**config.mk**
```make
export PLATFORM = sky130hd
export DESIGN_NAME = pwm_duty_meter
export DESIGN_NICKNAME = d
export VERILOG_FILES = /design/src/rtl/pwm_pkg.sv /design/src/rtl/pwm_edge_sync.sv /design/src/rtl/pwm_duty_meter.sv
export SDC_FILE = /design/constraint.sdc
export NUM_CORES = 1
export LEC_CHECK = 0
export ABC_AREA = 1
export BUFFER_PORTS_ARGS = -buffer_cell sky130_fd_sc_hd__buf_2
export CELL_PAD_IN_SITES_DETAIL_PLACEMENT = 2
export CELL_PAD_IN_SITES_GLOBAL_PLACEMENT = 2
export CORE_MARGIN = 8
export CORE_UTILIZATION = 34
export CTS_CLUSTER_SIZE = 28
export DETAILED_ROUTE_END_ITERATION = 8
export PLACE_DENSITY_LB_ADDON = 0.1
export SYNTH_ARGS = -nofsm -noshare
export SYNTH_HDL_FRONTEND = slang
export SYNTH_SLANG_ARGS = --single-unit
```
**constraint.sdc**
```tcl
create_clock -name clk -period 1.85 [get_ports clk]
set_input_delay 0.185 -clock clk [delete_from_list [all_inputs] [get_ports clk]]
set_output_delay 0.185 -clock clk [all_outputs]
set_load 0.1 [all_outputs]
```
**src/rtl/pwm_pkg.sv**
```systemverilog
// -----------------------------------------------------------------------------
// pwm_pkg
//   Definitions shared by the PWM duty generator and the PWM duty meter.
//   PWM_CNT_W is the common counter width, so the meter resolves duty to the
//   same granularity the generator produces.
// -----------------------------------------------------------------------------
package pwm_pkg;

  localparam int PWM_CNT_W = 8;

  typedef enum logic [1:0] {
    ACQUIRE = 2'd0,  // waiting for the first rising edge after reset
    RUN     = 2'd1,  // measuring between consecutive rising edges
    STUCK   = 2'd2   // no rising edge within counter range
  } pwm_state_e;

endpackage

```
**src/rtl/pwm_edge_sync.sv**
```systemverilog
// -----------------------------------------------------------------------------
// pwm_edge_sync
//   Brings the asynchronous PWM pin into the clk domain and detects rising
//   edges of the synchronized level.
//
// Ports:
//   clk     in   system clock
//   rst_n   in   asynchronous active-low reset
//   pwm_in  in   asynchronous PWM waveform
//   s       out  synchronized PWM level (last flop of the sync chain)
//   rise    out  single-cycle pulse: s is 1 now and was 0 one cycle ago
// -----------------------------------------------------------------------------
module pwm_edge_sync #(
  parameter int SYNC_STAGES = 2
) (
  input  logic clk,
  input  logic rst_n,
  input  logic pwm_in,
  output logic s,
  output logic rise
);

  if (SYNC_STAGES < 2) begin : g_bad_stages
    $error("pwm_edge_sync: SYNC_STAGES must be at least 2");
  end

  logic [SYNC_STAGES-1:0] sync_q;
  logic [SYNC_STAGES-1:0] sync_d;
  logic                   s_d_q;
  logic                   s_d_d;

  always_comb begin
    sync_d = {sync_q[SYNC_STAGES-2:0], pwm_in};
    s_d_d  = sync_q[SYNC_STAGES-1];
  end

  // NOTE: sequential state uses non-blocking (<=) so every flop samples the
  // pre-edge value of its neighbour; blocking here would collapse the chain.
  // NOTE: asynchronous reset clears the chain without needing a clock, so a
  // stale high level cannot fake a rising edge right after reset release.
  always_ff @(posedge clk or negedge rst_n) begin
    if (!rst_n) begin
      sync_q <= '0;
      s_d_q  <= 1'b0;
    end else begin
      sync_q <= sync_d;
      s_d_q  <= s_d_d;
    end
  end

  assign s    = sync_q[SYNC_STAGES-1];
  assign rise = s & ~s_d_q;

endmodule

```
**src/rtl/pwm_duty_meter.sv**
```systemverilog
// -----------------------------------------------------------------------------
// pwm_duty_meter
//   Measures period and high time (in clk cycles) of a PWM waveform, one
//   measurement per PWM period, and flags a line that stops toggling.
//
// Ports:
//   clk          in   system clock, rising edge
//   rst_n        in   asynchronous active-low reset
//   pwm_in       in   asynchronous PWM waveform
//   period_cnt   out  cycles between the last two rising edges
//   high_cnt     out  cycles the line was high within that period
//   meas_valid   out  one-cycle strobe when period_cnt/high_cnt update
//   stuck        out  no rising edge seen within counter range
//   stuck_level  out  synchronized level captured when stuck was set
// -----------------------------------------------------------------------------
module pwm_duty_meter
  import pwm_pkg::*;
#(
  parameter int CNT_W       = PWM_CNT_W,
  parameter int SYNC_STAGES = 2
) (
  input  logic             clk,
  input  logic             rst_n,
  input  logic             pwm_in,
  output logic [CNT_W-1:0] period_cnt,
  output logic [CNT_W-1:0] high_cnt,
  output logic             meas_valid,
  output logic             stuck,
  output logic             stuck_level
);

  localparam logic [CNT_W-1:0] CNT_MAX = '1;
  localparam logic [CNT_W-1:0] CNT_ONE = CNT_W'(1);

  logic s;
  logic rise;

  pwm_edge_sync #(
    .SYNC_STAGES(SYNC_STAGES)
  ) u_edge_sync (
    .clk   (clk),
    .rst_n (rst_n),
    .pwm_in(pwm_in),
    .s     (s),
    .rise  (rise)
  );

  pwm_state_e       state_q,       state_d;
  logic [CNT_W-1:0] per_acc_q,     per_acc_d;
  logic [CNT_W-1:0] hi_acc_q,      hi_acc_d;
  logic [CNT_W-1:0] period_cnt_q,  period_cnt_d;
  logic [CNT_W-1:0] high_cnt_q,    high_cnt_d;
  logic             meas_valid_q,  meas_valid_d;
  logic             stuck_q,       stuck_d;
  logic             stuck_level_q, stuck_level_d;

  // The rise cycle is cycle 1 of the new period and is high, hence both
  // accumulators restart at 1. Incrementing only below CNT_MAX gives the
  // saturation; reaching CNT_MAX without a rise is what declares STUCK.
  always_comb begin
    // NOTE: every variable gets a default before the case so no path leaves
    // one unassigned, which would otherwise infer a latch.
    state_d       = state_q;
    per_acc_d     = per_acc_q;
    hi_acc_d      = hi_acc_q;
    period_cnt_d  = period_cnt_q;
    high_cnt_d    = high_cnt_q;
    meas_valid_d  = 1'b0;
    stuck_d       = stuck_q;
    stuck_level_d = stuck_level_q;

    unique case (state_q)
      ACQUIRE: begin
        if (rise) begin
          per_acc_d = CNT_ONE;
          hi_acc_d  = CNT_ONE;
          state_d   = RUN;
        end else if (per_acc_q == CNT_MAX) begin
          state_d       = STUCK;
          stuck_d       = 1'b1;
          stuck_level_d = s;
        end else begin
          per_acc_d = per_acc_q + CNT_ONE;
        end
      end

      RUN: begin
        if (rise) begin
          // Publish the accumulators as they stood before this cycle.
          period_cnt_d = per_acc_q;
          high_cnt_d   = hi_acc_q;
          meas_valid_d = 1'b1;
          per_acc_d    = CNT_ONE;
          hi_acc_d     = CNT_ONE;
        end else if (per_acc_q == CNT_MAX) begin
          state_d       = STUCK;
          stuck_d       = 1'b1;
          stuck_level_d = s;
        end else begin
          per_acc_d = per_acc_q + CNT_ONE;
          if (s && (hi_acc_q != CNT_MAX)) begin
            hi_acc_d = hi_acc_q + CNT_ONE;
          end
        end
      end

      STUCK: begin
        // Recovery only re-arms the accumulators; the first measurement
        // after recovery needs a full period and arrives at the next rise.
        if (rise) begin
          stuck_d   = 1'b0;
          per_acc_d = CNT_ONE;
          hi_acc_d  = CNT_ONE;
          state_d   = RUN;
        end
      end

      default: begin
        state_d = ACQUIRE;
      end
    endcase
  end

  always_ff @(posedge clk or negedge rst_n) begin
    if (!rst_n) begin
      state_q       <= ACQUIRE;
      per_acc_q     <= '0;
      hi_acc_q      <= '0;
      period_cnt_q  <= '0;
      high_cnt_q    <= '0;
      meas_valid_q  <= 1'b0;
      stuck_q       <= 1'b0;
      stuck_level_q <= 1'b0;
    end else begin
      state_q       <= state_d;
      per_acc_q     <= per_acc_d;
      hi_acc_q      <= hi_acc_d;
      period_cnt_q  <= period_cnt_d;
      high_cnt_q    <= high_cnt_d;
      meas_valid_q  <= meas_valid_d;
      stuck_q       <= stuck_d;
      stuck_level_q <= stuck_level_d;
    end
  end

  assign period_cnt  = period_cnt_q;
  assign high_cnt    = high_cnt_q;
  assign meas_valid  = meas_valid_q;
  assign stuck       = stuck_q;
  assign stuck_level = stuck_level_q;

endmodule

```
==> results of run 1 <==
[power by group through the flow]
stage	Combinational (mW)	Sequential, mW	Clock (mW)
after floorplan	0.285	1.61	0
after global placement	0.949	1.14	0
after detailed placement	0.955	1.15	0
after CTS	0.968	1.13	0.749
after global routing	1.02	1.15	0.774
final	0.951	1.13	0.717
[cells in the final DEF (no fill, tap or decap), types with 3 or more instances in the layout]
cell type	n
a21oi_1	5
buf_2	21
clkbuf_8	5
dfrtp_1	40
inv_1	22
inv_2	5
nand2_1	74
nand2_2	3
nand2_4	5
nand3_1	16
nor2_1	21
nor2_2	4
o21ai_1	19
[sequential cells by signal, summed over array words and instances, names as in the netlist]
| register | flops |
|---|---|
| per_acc_q | 8 |
| period_cnt | 8 |
| high_cnt | 8 |
| stuck | 1 |
| hi_acc_q | 8 |
| u_edge_sync.s_d_q | 1 |
| meas_valid | 1 |
| u_edge_sync.sync_q | 2 |
| state_q | 2 |
| stuck_level | 1 |
[layout make-up]
type / instances / share of cell area
Sequential cell: 40 / 0.443
Multi-Input combinational cell: 163 / 0.360
Timing Repair Buffer: 25 / 0.0621
Inverter: 27 / 0.0449
Tap cell: 72 / 0.0399
Clock buffer: 5 / 0.0305
Clock inverter: 3 / 0.0188
[cells by family (layout without fill, tap and decap cells)]
kind of cell,after synthesis,count (layout),share of synthesized area
compound gates,31,31,0.0884
flops,40,40,0.516
fa+ha+maj,2,2,0.0129
simple gates,130,130,0.318
buf+inv,31,60,0.0639
[critical path, stage by stage (launching register included)]
cell	delay, ns
dfrtp_1	0.40
ha_1	0.18
nand2_1	0.09
nor2_2	0.19
nand2_4	0.13
nand4_4	0.18
nand2_4	0.11
nand2_1	0.09
nand2_1	0.05
[what timing repair did]
item / 4_1_cts / 5_1_grt
setup buffers: 0 / 0
hold buffers: 2 / 0
endpoints found under the hold margin: 41 / 0
[metal layers]
layer,track usage,part of all wire,up-vias
li1,-,-,801
met2,0.206,0.45,20
met5,0,0,-
met1,0.172,0.50,783
met3,0.0379,0.040,2
met4,0.0286,0.0051,0
[how the worst max path moves through the flow]
stage                        startpoint                        to  slack (ns)  cells past startpoint
3_5_place_dp   per_acc_q[0]$_DFFE_PN0P_   hi_acc_q[3]$_DFFE_PN0P_        0.32                      8
2_1_floorplan  per_acc_q[0]$_DFFE_PN0P_   stuck_level$_DFFE_PN0P_        0.52                      8
6_report       per_acc_q[0]$_DFFE_PN0P_   hi_acc_q[3]$_DFFE_PN0P_        0.33                      8
3_3_place_gp   per_acc_q[0]$_DFFE_PN0P_  per_acc_q[6]$_DFFE_PN0P_        0.38                     10
5_1_grt        per_acc_q[0]$_DFFE_PN0P_   hi_acc_q[7]$_DFFE_PN0P_        0.20                      8
4_1_cts        per_acc_q[0]$_DFFE_PN0P_   hi_acc_q[3]$_DFFE_PN0P_        0.31                      8
[cell usage after synthesis, types with 3 or more instances]
library cell  count  area (µm²)
o21ai_1          19        95.1
inv_2             5        18.8
nor2_1           21        78.8
a21oi_1           5        25.0
nand2_1          74         278
dfrtp_1          40        1000
nand2_2           3        18.8
inv_1            22        82.6
nand3_1          16        80.1
buf_2             3        15.0
nor2_2            4        25.0
nand2_4           5        56.3
[per-stage QoR]
| stage | instance area [µm²] | std cells |
|---|---|---|
| after floorplan | 1940 | 234 |
| after CTS | 2260 | 335 |
| final | 2260 | 335 |
| after detailed placement | 2130 | 325 |
| after global routing | 2260 | 335 |
| after global placement | 2130 | 325 |
==> summary.txt, run 1 <==
Run
  • # Max-Cap Violations: 0

Floorplanning
  • Core ar.: 5510 µm²
  • Die Span X: 91.5 µm
  • Die Height: 91.5 µm
  • Die area: 8370 µm²
  • # IOs: 22
  • Site row count: 27
  • Initial Utilization: 0.352

Layout
  • Area Overhead vs Synth: 16.5%
  • FF+latch area: 1000 µm²
  • Post-layout util: 0.410
  • Share of post-route cells with drive strength above 1: 0.213
  • Multi-input gate area: 813 µm²
  • ANT cells: 0
  • # fillers: 658
  • Nets@finish: 267

Placed design
  • Final GP Congestion: 0.760
  • Worst slack at placement: 0.325 ns
  • PortBufs: 21
  • Dpl hpwl: 3.64 mm

Clocking
  • Post-CTS Resized: 0
  • CTS Sinks: 40
  • CTS max path bufs: 2
  • Clock root cell: clkbuf_8
  • Reg clk slew, reported paths: 0.08 ns
  • CTS tree: yes
  • H-tree lvl count: 2
  • Clk Latency, worst-skew pair: 0.29 ns
  • Inserted Clock Buffers: 5

Routing
  • Drt via density: 4.79
  • DR vias: 1606
  • Routed Antenna Nets: 0
  • Detailed Routing Iterations Pass 1: 2
  • Routed WL per cell: 15.1 µm
  • Initial DRC count: 54
  • Post-route DRC: 0
  • Routed wire length: 5.08 mm

Worst hold path
  • Hold Crit Endpoint: u_edge_sync.sync_q[1]$_DFF_PN0_
  • HP Class: register to register
  • Hold depth: 0
  • Hold Startpoint: u_edge_sync.sync_q[0]$_DFF_PN0_

Global route
  • Antenna violations before repair: 0
  • GRT overflow: 0
  • Vias in the first global route: 1753
  • First-pass GRT wire length: 8.97 mm
  • GRT Util Overall: 0.131
  • Largest net degree at the start of global routing: 41

Worst setup path
  • WP data arrival: 1.70 ns
  • R2r setup slk: 0.33 ns
  • Crit end category: register
  • CP max FO: 9
  • Worst r2r src: per_acc_q[0]$_DFFE_PN0P_
  • Worst setup SP type: register
  • WS Path Type: register to register
  • Critical R2R Capture: hi_acc_q[3]$_DFFE_PN0P_
  • Worst EP required: 2.04 ns
  • R2R cell count: 8

Logic synthesis
  • Post-synth net total: 239
  • Most used DFF post-synth: dfrtp_1
  • Yosys Warn Count: 0
  • Post-synth EDFFs: 0
  • Asr flop ratio synth: 1.00
  • Synth Area per Inst: 8.28 µm²
  • Post-synthesis sequential area ratio: 0.516
  • Netlist cell types: 24
  • Syn Std Cell Area: 1940 µm²
  • Seq cells post-synth: 40
  • Post-Syn Instances: 234

STA
  • Setup TNS: 0 ns
  • Final period utilization: 0.820
  • Slew headroom: 0.660
  • Fmax: 659 MHz
  • Tightest hold margin: 0.363 ns
  • RSZ-0062 raised after global routing: false
  • Final Skew: 0.00621 ns
  • Measured slew at the worst slew-check pin: 0.509 ns
  • Worst setup margin: 0.332 ns
  • Final Max Tran Viols: 0
  • Final Hold Viols: 0
  • Final Critical Period: 1.52 ns
  • Setup Viol. Count Final: 0

Power
  • Power Total: 2.80 mW
  • Switching portion of total power: 0.429
  • Leak: 1.16 nW
  • Maximum vdd ir drop: 0.559 mV
  • Sequential fraction of design power: 0.403
  • Clk network pwr share: 0.256
  • Combinational power share: 0.340
  • Int Pwr: 1.60 mW
  • Power density cells: 1240 nW/µm²
  • Psw: 1.20 mW

Outcome
  • Run status: complete, no violations
Power figures use the tool's default switching activity.
==> run 2: changes to the inputs <==
==> constraint.sdc (replaced) <==
create_clock -name clk -period 1.4 [get_ports clk]
set_input_delay 0.14 -clock clk [delete_from_list [all_inputs] [get_ports clk]]
set_output_delay 0.14 -clock clk [all_outputs]
set_load 0.1 [all_outputs]
==> run 2 against run 1 <==
Effect of this change: total power up 45%; register-to-register slack worse by 0.41 ns; highest routed layer unchanged; the flow now finishes with violations (negative setup slack); sequential share of layout area down 6.2 points; routed wire length up 36%; largest cell class unchanged; count of clock-buffer cells in the layout up 1; via count up 11%; worst setup slack worse by 0.41 ns; hold slack worse by 0.062 ns.
==> summary.txt, run 2 (same netlist as run 1, synthesis figures left out) <==
Layout
  • Post-layout util: 0.477
  • Area Overhead vs Synth: 35.4%
  • ANT cells: 0
  • Most frequent cells in the layout: 61 x nand2_1, 39 x dfrtp_1, 22 x buf_4
  • Cell area after layout: 2630 µm²
  • # fillers: 612
  • Nets@finish: 293
  • Most common cell after layout, fill and taps aside: nand2_1
  • Share of post-route cells with drive strength above 1: 0.381

Worst setup path
  • CP dominant cell by count: nand2_2
  • CP max FO: 8
  • Slowest stage delay, CP: 0.37 ns
  • R2R cell count: 8
  • WP depth: 8
  • Crit path max-delay family: simple AND/OR/NAND/NOR gates
  • Worst EP required: 1.59 ns
  • Crit end category: register
  • Slowest CP cell: dfrtp_1
  • WS Path Type: register to register
  • Buf/Inv on CP: 0
  • WP data arrival: 1.67 ns
  • CP cell instances: ha_2, nand2_2, nor2_4, nand2_4, nand4_4, nand2_4, nand2_2, nand2_2
  • Worst setup SP type: register

STA
  • Fmax: 676 MHz
  • Final Critical Period: 1.48 ns
  • Final Hold Viols: 0
  • Measured slew at the worst slew-check pin: 0.507 ns
  • Final Skew: 0.00810 ns
  • Setup TNS: -0.838 ns
  • Setup Viol. Count Final: 17
  • Worst setup margin: -0.0795 ns
  • Tightest hold margin: 0.302 ns
  • Slew headroom: 0.664
  • Final period utilization: 1.06
  • RSZ-0062 raised after global routing: true
  • Final Max Tran Viols: 0

Power
  • Maximum vdd ir drop: 0.951 mV
  • Leak: 1.31 nW
  • Power Total: 4.04 mW
  • Power density cells: 1540 nW/µm²

Outcome
  • Run status: finished with violations
  • Failing checks: negative setup slack

Placed design
  • Final GP Congestion: 0.759
  • Cell Area, Placed: 2250 µm²
  • Dpl hpwl: 4.10 mm
  • PortBufs: 21

Floorplanning
  • Core ar.: 5510 µm²
  • # IOs: 22
  • Die area: 8370 µm²
  • Die Height: 91.5 µm
  • Die Span X: 91.5 µm
  • Site row count: 27
  • Initial Utilization: 0.352

Clocking
  • Clk Latency, worst-skew pair: 0.29 ns
  • CTS tree: yes
  • Inserted Clock Buffers: 5
  • CTS max path bufs: 2
  • CTS Sinks: 40
  • H-tree lvl count: 2
  • Reg clk slew, reported paths: 0.08 ns
  • Clock root cell: clkbuf_8

Routing
  • Post-route DRC: 0
  • DR vias: 1785
  • Initial DRC count: 58
  • Routed Antenna Nets: 0
  • Detailed Routing Iterations Pass 1: 5
  • Routed WL per cell: 19.1 µm
  • Routed wire length: 6.89 mm
  • Drt via density: 4.94

Global route
  • First-pass GRT wire length: 9.77 mm
  • GRT Util Overall: 0.144
  • Largest net degree at the start of global routing: 29
  • Antenna violations before repair: 0
  • GRT overflow: 0
  • Vias in the first global route: 1873

Run
  • # Max-Cap Violations: 0

Worst hold path
  • HP Class: input pin to asynchronous set/reset pin
run 2: metal layers:
metal,global-route usage,up-vias,wire length [µm]
met5,0,-,0
met4,0.0327,0,63
met1,0.193,903,3210
met2,0.226,29,3400
li1,-,846,-
met3,0.0362,7,219
run 2: area by class of cell:
class | count | area, µm² | area share
timing repair buffer | 49 | 353 | 0.134
clock buffer | 6 | 72.6 | 0.0276
inverter | 27 | 101 | 0.0386
tap | 72 | 90.1 | 0.0343
clock inverter | 2 | 35.0 | 0.0133
multi-input combinational | 165 | 971 | 0.370
sequential | 40 | 1000 | 0.382
run 2: what timing repair did:
action / 4_1_cts / 5_1_grt
gates resized for setup: 6 / 33
setup buffers: 2 / 9
gates cloned: 1 / 1
pin swaps: 4 / 13
endpoints found under the setup margin: 11 / 19
hold buffers: 2 / 0
endpoints found under the hold margin: 16 / 0
run 2: metrics by stage:
step,setup WS [ns],std cells
detailed placement,-0.0691,338
global placement,-0.00614,338
finish,-0.0795,361
floorplan,0.0707,234
global route,-0.163,361
CTS,0.00226,351
run 2: worst paths after layout:
check                           slack (ns)                         endpoint                            start
worst max-delay path                 -0.08          hi_acc_q[3]$_DFFE_PN0P_         per_acc_q[0]$_DFFE_PN0P_
worst min-delay path                  0.30        period_cnt[2]$_DFFE_PN0P_                            rst_n
worst max register to register       -0.08          hi_acc_q[3]$_DFFE_PN0P_         per_acc_q[0]$_DFFE_PN0P_
max in group asynchronous             0.62          hi_acc_q[5]$_DFFE_PN0P_                            rst_n
worst min register to register        0.36  u_edge_sync.sync_q[1]$_DFF_PN0_  u_edge_sync.sync_q[0]$_DFF_PN0_
min in group clk                      0.36  u_edge_sync.sync_q[1]$_DFF_PN0_  u_edge_sync.sync_q[0]$_DFF_PN0_
run 2: report_power, final:
group	switching, mW	internal (mW)
logic	1.21	0.408
registers	0.138	1.34
clock network	0.413	0.529
total	1.76	2.28
==> run 3: changes to the inputs <==
--- a/config.mk
+++ b/config.mk
@@ -5,12 +5,11 @@
 export SDC_FILE = /design/constraint.sdc
 export NUM_CORES = 1
 export LEC_CHECK = 0
-export ABC_AREA = 1
 export BUFFER_PORTS_ARGS = -buffer_cell sky130_fd_sc_hd__buf_2
 export CELL_PAD_IN_SITES_DETAIL_PLACEMENT = 2
 export CELL_PAD_IN_SITES_GLOBAL_PLACEMENT = 2
 export CORE_MARGIN = 8
-export CORE_UTILIZATION = 34
+export CORE_UTILIZATION = 38
 export CTS_CLUSTER_SIZE = 28
 export DETAILED_ROUTE_END_ITERATION = 8
 export PLACE_DENSITY_LB_ADDON = 0.1
==> run 3 against run 2 <==
Effect of this change: synthesized area decreased by 5.1%; global-route usage is 5.6 points higher; the run still ends with negative setup slack left; core utilization is 12 points higher; total power increased by 29%; largest power group unchanged; critical path type unchanged; flip-flop and latch count unchanged.
==> summary.txt, run 3 <==
Power
  • Sequential fraction of design power: 0.318
  • Int Pwr: 2.70 mW
  • Combinational power share: 0.498
  • Maximum vdd ir drop: 1.19 mV
  • Power Total: 5.20 mW
  • Psw: 2.50 mW
  • Clk network pwr share: 0.184
  • Leak: 1.30 nW
  • Power density cells: 1870 nW/µm²
  • Switching portion of total power: 0.480

Clocking
  • Clk Latency, worst-skew pair: 0.30 ns
  • CTS max path bufs: 2
  • Inserted Clock Buffers: 5
  • Clock root cell: clkbuf_8
  • CTS tree: yes
  • H-tree lvl count: 2
  • CTS Sinks: 40
  • Reg clk slew, reported paths: 0.09 ns

Layout
  • Area Overhead vs Synth: 51.3%
  • Most common cell after layout, fill and taps aside: buf_4
  • ANT cells: 0
  • Share of post-route cells with drive strength above 1: 0.554
  • Nets@finish: 237
  • # fillers: 433
  • Layout Cells excl Fill: 287
  • Most frequent cells in the layout: 47 x buf_4, 38 x dfrtp_1, 21 x buf_2
  • Cell area after layout: 2780 µm²

Routing
  • Detailed Routing Iterations Pass 1: 4
  • Post-route DRC: 0
  • Initial DRC count: 44
  • Routed wire length: 8.08 mm
  • Drt via density: 5.93
  • Routed Antenna Nets: 0
  • DR vias: 1703
  • Routed WL per cell: 28.2 µm

Floorplanning
  • Initial Utilization: 0.392
  • Die area: 7320 µm²
  • Site row count: 25
  • Die Height: 85.6 µm
  • Core ar.: 4690 µm²
  • Die Span X: 85.6 µm
  • # IOs: 22

Logic synthesis
  • Most used DFF post-synth: dfrtp_1
  • Yosys top cell area share: 0.544
  • Synth area leader: dfrtp_1
  • Post-synth EDFFs: 0
  • Post-synthesis sequential area ratio: 0.544
  • Asr flop ratio synth: 1.00
  • Top-count cell post-synth: dfrtp_1
  • Syn Std Cell Area: 1840 µm²
  • Seq cells post-synth: 40
  • Post-Syn Instances: 156
  • Top cells by area, synth: dfrtp_1 54%, mux2_1 9.8%, a31oi_1 4.8%
  • Post-synth net total: 161
  • Netlist cell types: 43
  • Yosys Warn Count: 0
  • Synth top cells by count: 40 x dfrtp_1, 16 x mux2_1, 15 x nand2_1, 14 x a31oi_1, 8 x nor2_1
  • Synth Area per Inst: 11.8 µm²

Worst setup path
  • Worst setup SP type: register
  • Crit path max-delay family: compound AO/OA/AOI/OAI gates
  • Buf/Inv on CP: 1
  • CP dominant cell by count: a31oi_1
  • Slowest stage delay, CP: 0.40 ns
  • WP depth: 6
  • R2R cell count: 6
  • WS Path Type: register to register
  • CP cell instances: ha_2, and3_4, a2111oi_4, buf_6, a31oi_1, a31oi_1
  • CP max FO: 7
  • Worst EP required: 1.60 ns
  • Crit end category: register
  • Slowest CP cell: dfrtp_1
  • WP data arrival: 1.95 ns

Placed design
  • Cell Area, Placed: 2370 µm²
  • Dpl hpwl: 4.19 mm
  • PortBufs: 21
  • Worst slack at placement: -0.205 ns
  • Placed insts: 268
  • Final GP Congestion: 0.802

STA
  • RSZ-0062 raised after global routing: true
  • Tightest hold margin: 0.350 ns
  • Final Skew: 0.00936 ns
  • Final Critical Period: 1.76 ns
  • Final Max Tran Viols: 0
  • Setup Viol. Count Final: 36
  • Slew headroom: 0.655
  • Fmax: 569 MHz
  • Final period utilization: 1.25
  • Worst setup margin: -0.356 ns
  • Final Hold Viols: 0
  • Measured slew at the worst slew-check pin: 0.522 ns

Global route
  • Largest net degree at the start of global routing: 23
  • Antenna violations before repair: 0
  • GRT overflow: 0
  • First-pass GRT wire length: 11.2 mm
  • Vias in the first global route: 1938
  • GRT Util Overall: 0.200

Outcome
  • Failing checks: negative setup slack
  • Run status: finished with violations

Run
  • # Max-Cap Violations: 0

Worst hold path
  • HP Class: input pin to asynchronous set/reset pin
run 3: changes by cell type after synthesis, sizes merged, moves of 3 or more:
cell	previous run	this run
a31oi	1	14
nand2	82	15
o21ai	23	6
inv	27	4
mux2	0	17
a2111oi	0	4
nand3	16	7
nor2	27	8
xnor2	0	3
run 3: final timing paths:
| kind | to | slack (ns) | startpoint |
|---|---|---|---|
| min reg2reg | u_edge_sync.sync_q[1]$_DFF_PN0_ | 0.38 | u_edge_sync.sync_q[0]$_DFF_PN0_ |
| max reg2reg | hi_acc_q[5]$_DFFE_PN0P_ | -0.36 | per_acc_q[0]$_DFFE_PN0P_ |
| max | hi_acc_q[5]$_DFFE_PN0P_ | -0.36 | per_acc_q[0]$_DFFE_PN0P_ |
| min | meas_valid$_DFF_PN0_ | 0.35 | rst_n |
| min in group clk | u_edge_sync.sync_q[1]$_DFF_PN0_ | 0.38 | u_edge_sync.sync_q[0]$_DFF_PN0_ |
| max in group asynchronous | state_q[1]$_DFFE_PN0P_ | 0.54 | rst_n |
run 3: cell families (layout without fill, tap and decap cells):
kind of cell	count (synthesis)	in the layout	share of synthesized area
XOR/XNOR	3	3	0.0143
AND/OR/NAND/NOR	44	44	0.127
adder cells (fa/ha/maj)	2	2	0.0136
flip-flops	40	40	0.544
buffers and inverters	11	88	0.0374
multiplexers	18	18	0.110
AO/OA/AOI/OAI	38	38	0.154
run 3: layer usage:
metal / vias to the layer above / routed length, µm / GRT usage
li1: 731 / - / -
met1: 910 / 3200 / 0.221
met2: 46 / 4360 / 0.370
met3: 16 / 277 / 0.0277
met4: 0 / 243 / 0.0860
met5: - / 0 / 0
run 3: cell type report:
type / instances / area [µm²] / share of cell area
clock inverters: 2 / 35.0 / 0.0126
well taps: 54 / 67.6 / 0.0243
clock buffers: 6 / 72.6 / 0.0261
inverters: 4 / 15.0 / 0.00540
multi-input cells: 105 / 1030 / 0.369
flip-flops and latches: 40 / 1000 / 0.361
repair buffers: 76 / 563 / 0.202
run 3: through the flow:
step,TNS (ns),util
6_report,-6.89,0.593
5_1_grt,-8.89,0.593
4_1_cts,-3.45,0.558
3_5_place_dp,-3.25,0.505
3_3_place_gp,-1.55,0.505
2_1_floorplan,-2.86,-
run 3: repair_timing:
item | CTS | global route
hold buffers | 2 | 0
buffers inserted | 7 | 5
setup endpoints to repair | 33 | 36
endpoints found under the hold margin | 19 | 0
pin swaps | 9 | 19
gates resized for setup | 21 | 23
run 3: power groups by stage:
| stage | clock, mW | sequential (mW) | combinational, mW |
|---|---|---|---|
| final | 0.957 | 1.65 | 2.59 |
| after global routing | 1.01 | 1.67 | 2.68 |
| after CTS | 0.970 | 1.61 | 2.37 |
| after detailed placement | 0 | 1.62 | 2.26 |
| after global placement | 0 | 1.59 | 2.18 |
| after floorplan | 0 | 2.69 | 0.535 |
